**src/rtl/stopwatch_pkg.sv**
```systemverilog
// Shared definitions for the tick-driven BCD stopwatch: FSM encoding and digit limit.
package stopwatch_pkg;

    typedef enum logic [1:0] {
        ST_IDLE  = 2'd0,
        ST_RUN   = 2'd1,
        ST_PAUSE = 2'd2
    } state_e;

    localparam logic [3:0] BCD_MAX = 4'd9;

endpackage

```
**src/rtl/bcd_digit.sv**
```systemverilog
// One decade of the stopwatch count: 0..9 counter with clear and ripple carry-out.
module bcd_digit
    import stopwatch_pkg::*;
(
    input  logic       clk_in,
    input  logic       rst_n,
    input  logic       clr,
    input  logic       en,
    output logic [3:0] q,
    output logic       carry
);

    logic [3:0] q_q;
    logic [3:0] q_d;

    always_comb begin
        q_d = q_q;
        if (clr) begin
            q_d = 4'd0;
        end else if (en) begin
            q_d = (q_q == BCD_MAX) ? 4'd0 : q_q + 4'd1;
        end
    end

    always_ff @(posedge clk_in) begin
        if (!rst_n) begin
            q_q <= 4'd0;
        end else begin
            q_q <= q_d;
        end
    end

    assign q     = q_q;
    assign carry = en & (q_q == BCD_MAX);

endmodule

```
**src/rtl/tick_stopwatch.sv**
```systemverilog
// Start/stop/clear BCD stopwatch counting divider ticks; holds the FSM, button edge
// detector and the registered wrap pulse around a ripple of bcd_digit decades.
module tick_stopwatch
    import stopwatch_pkg::*;
#(
    parameter int DIGITS = 4
) (
    input  logic                  clk_in,
    input  logic                  rst_n,
    input  logic                  tick_in,
    input  logic                  start_stop,
    input  logic                  clear,
    output logic [4*DIGITS-1:0]   bcd_out,
    output logic                  running,
    output logic                  ovf
);

    state_e state_q, state_d;
    logic   ss_prev_q;
    logic   ovf_q;
    logic   ss_edge;
    logic [DIGITS:0] en;

    assign ss_edge = start_stop & ~ss_prev_q;

    // Counting keys off the registered state, so a tick on a start edge is dropped
    // while a tick on a stop edge still lands.
    assign en[0] = tick_in & (state_q == ST_RUN) & ~clear;

    for (genvar k = 0; k < DIGITS; k++) begin : g_digit
        bcd_digit u_digit (
            .clk_in (clk_in),
            .rst_n  (rst_n),
            .clr    (clear),
            .en     (en[k]),
            .q      (bcd_out[4*k +: 4]),
            .carry  (en[k+1])
        );
    end

    always_comb begin
        state_d = state_q;
        case (state_q)
            ST_RUN:   if (ss_edge) state_d = ST_PAUSE;
            ST_PAUSE: if (ss_edge) state_d = ST_RUN;
            default:  if (ss_edge) state_d = ST_RUN;
        endcase
        if (clear) begin
            state_d = ST_IDLE;
        end
    end

    always_ff @(posedge clk_in) begin
        if (!rst_n) begin
            state_q   <= ST_IDLE;
            ss_prev_q <= 1'b1;
            ovf_q     <= 1'b0;
        end else begin
            state_q   <= state_d;
            ss_prev_q <= start_stop;
            ovf_q     <= en[DIGITS];
        end
    end

    assign running = (state_q == ST_RUN);
    assign ovf     = ovf_q;

endmodule

```
**config.mk**
```make
export PLATFORM = sky130hd
export DESIGN_NAME = tick_stopwatch
export DESIGN_NICKNAME = d
export VERILOG_FILES = /design/src/rtl/stopwatch_pkg.sv /design/src/rtl/bcd_digit.sv /design/src/rtl/tick_stopwatch.sv
export SDC_FILE = /design/constraint.sdc
export NUM_CORES = 1
export LEC_CHECK = 0
export CORE_UTILIZATION = 39
export CTS_CLUSTER_DIAMETER = 120
export DETAILED_ROUTE_END_ITERATION = 12
export GPL_TIMING_DRIVEN = 0
export PLACE_DENSITY = 0.79
export SLEW_MARGIN = 20
export SYNTH_ARGS = -nofsm -noshare
export SYNTH_HDL_FRONTEND = slang
export SYNTH_HIERARCHICAL = 1
export SYNTH_SLANG_ARGS = --single-unit
```
**constraint.sdc**
```tcl
create_clock -name clk_in -period 3.16 [get_ports clk_in]
set_clock_uncertainty 0.1 [all_clocks]
set_input_delay 0.474 -clock clk_in [delete_from_list [all_inputs] [get_ports clk_in]]
set_output_delay 0.474 -clock clk_in [all_outputs]
set_load 0.05 [all_outputs]
```
==> results.cfg <==
[synthesis]
synth-xor-area-share = 0.0770
synth-simple-area-share = 0.349
synth_seq_cells = 20
seq_area_frac_synth = 0.440
syn_area_um2 = 910
synthDistinctLibCells = 23
synth_nets = 104
synthCells = 99
synthMuxAreaShare = 0
yosys.area_share.adder = 0
synth_top_family_by_area = simple AND/OR/NAND/NOR gates
avgSynthCellArea_um2 = 9.19
yosysWarningCount = 6
synth_compound_area_frac = 0.129

[floorplanning]
top_level_ports = 23
dieArea_um2 = 2530
die_height_um = 50.3
die_w_um = 50.3
coreArea_um2 = 2210
rows = 17
start_util = 0.411

[timing]
timing.final.crit_share = 0.923
drv_slew = 0
setup_ws_ps = 242
min_period_ps = 2920
setup_tns_ps = 0
hold_viol = 0
grt_setup_unrepaired = false
setup_viol = 0
tightest_slew_ps = 516
max_freq_mhz = 343
slew_headroom = 0.655

[global_route]
grt_first_pass_wirelength_mm = 3.01
grt_max_degree = 11
groute.usage.overall = 0.157
grt-ovfl-total = 0
antenna_found_initial = 0
grt_pass1_vias = 724

[routing]
ant_nets = 0
drc = 0
vias_per_cell = 5.20
drt_iter0_markers = 6
vias = 791
wirelength_mm = 1.79
drt_first_pass_iters = 4
routedWlPerCell_um = 11.8

[critical_path]
crit_path_end_kind = flip-flop
critPathArrivalTime_ps = 3050
reg2regPathDepth = 11
crit_start = clear
r2r_setup_slack_ps = 460
endpoint = g_digit[3].u_digit/q[1]
reg2reg_to = g_digit[3].u_digit/q[1]
critical_path_class = input pin to flip-flop
critPathMaxFanout = 6
start_kind = input pin
cp.required_ps = 3300
r2r-start = state_q[0]

[final_layout]
layout.nets = 131
stdcell_area_um2 = 1220
instances_no_fill = 152
drive_gt1_frac = 0.153
fillCellCount = 225
n_antenna_cell = 0
syn2layout_area_growth_pct = 34.3

[placed_design]
pre_cts_slack_ps = -616
port_buffers = 22
finalWeightedCongestion = 0.760
post-place-cells = 149
placedInstanceArea_um2 = 1170
dp_hpwl_mm = 1.26

[clock_network]
clock_path_buffers = 2
cts_tree = yes
insertion_delay_ps = 300
path_clk_slew_ps = 110
cts.sinks = 20
h-tree-depth = 1
cts_setup_buffers = 0
cts_inserted_buffers = 3
cts_root_buf = clkbuf_4

[power_and_ir_drop]
pwr_density_cell_nw_per_um2 = 318
ir_drop_mv = 0.227
leakagePower_nw = 0.411

[outcome]
status = complete, no violations

[job]
cap_viol_max_count = 0

[hold_path]
min_path_type = flip-flop to flip-flop
hold_depth = 2
[through the flow]
stage	util	total power, W	hold slack [ps]
2_1_floorplan	-	0.000267	390
3_3_place_gp	0.529	0.000276	379
3_5_place_dp	0.529	0.000277	398
4_1_cts	0.544	0.000395	417
5_1_grt	0.552	0.000407	445
6_report	0.552	0.000389	416
[worst max-delay path, stage by stage]
cell and delay, ps:
clkdlybuf4s50_1 460, and3b_1 320, nand2_2 110, nor3b_4 270, nand2_2 140, nor3b_4 280
nand2_2 130, nor3b_4 270, nand2_2 110, or3_1 370, a21oi_2 110
[sequential cells by signal, summed over array words and instances, names as in the netlist]
name,cells
ovf,1
ss_prev_q,1
state_q,2
g_digit.u_digit/q,16
[worst min-delay path by stage]
stage	from	endpoint	slack, ps
after floorplan	state_q[0]	state_q[0]	390
after global placement	g_digit[0].u_digit/q[3]	g_digit[0].u_digit/q[3]	380
after detailed placement	g_digit[1].u_digit/q[3]	g_digit[1].u_digit/q[3]	400
after CTS	g_digit[1].u_digit/q[3]	g_digit[1].u_digit/q[3]	420
after global routing	g_digit[2].u_digit/q[3]	g_digit[2].u_digit/q[3]	440
final	g_digit[0].u_digit/q[3]	g_digit[0].u_digit/q[3]	420
[logic make-up after synthesis]
kind of cell	count (synthesis)
AOI/OAI and AO/OA	19
buffers and inverters	1
xor gates and xnor gates	8
and+or+nand+nor	51
DFF	20
[cell type report]
class                      instances  area [um^2]  area share
sequential                        20          400       0.328
clock buffer                       3         22.5      0.0184
tap                               28         35.0      0.0287
timing repair buffer              22          220       0.180
inverter                           1         3.75     0.00307
multi-input combinational         78          539       0.442
[cells in the final DEF, fill, tap and decap left out, types with 4 or more instances in the layout]
cell             instances
xnor2_1                  4
a21oi_2                  4
xor2_1                   4
nand2b_1                 6
and4b_2                  4
nor2b_1                  8
a21oi_1                  5
nand3_1                  4
o21ai_0                  8
nand2_2                  4
nor2_1                   8
dfxtp_1                 20
nand2_1                  4
clkdlybuf4s50_1         22
or3_1                    4
[what timing repair did]
action                     4_1_cts  5_1_grt
pin swaps                        0        0
setup endpoints to repair        4        2
gates resized for setup          2        3
hold endpoints to repair         0        0
hold buffers                     0        0
[synth_stat cells (all sizes together)]
cell    instances  share of area
o21ai           8          0.044
nor3b           4          0.033
and4b           4          0.050
and2            1         0.0069
nor2b           9          0.070
nand3           4          0.022
nor3            1         0.0055
and3            1         0.0069
inv             1         0.0041
a21boi          1         0.0083
xor2            4          0.039
nand2b          6          0.041
o21ba           1          0.011
a21oi           9          0.066
nand2           8          0.044
xnor2           4          0.039
or3             4          0.028
and3b           1         0.0096
nor2            8          0.033
dfxtp          20           0.44
[power by group]
part | internal (W) | leakage (nW) | switching [W]
combinational | 0.00000822 | 0.236 | 0.00000894
clock | 0.0000444 | 0.0138 | 0.0000740
sequential | 0.000253 | 0.161 | 0.000000381
total | 0.000306 | 0.411 | 0.0000833
[layer usage]
metal	up-vias	share of wire	track usage	routed length (um)
li1	395	-	-	-
met1	377	0.46	0.175	815
met2	17	0.50	0.278	890
met3	2	0.043	0.0303	77
met4	0	0.0022	0.0833	4
met5	-	0	0	0
Note: power is estimated with default switching activity, not from simulation.
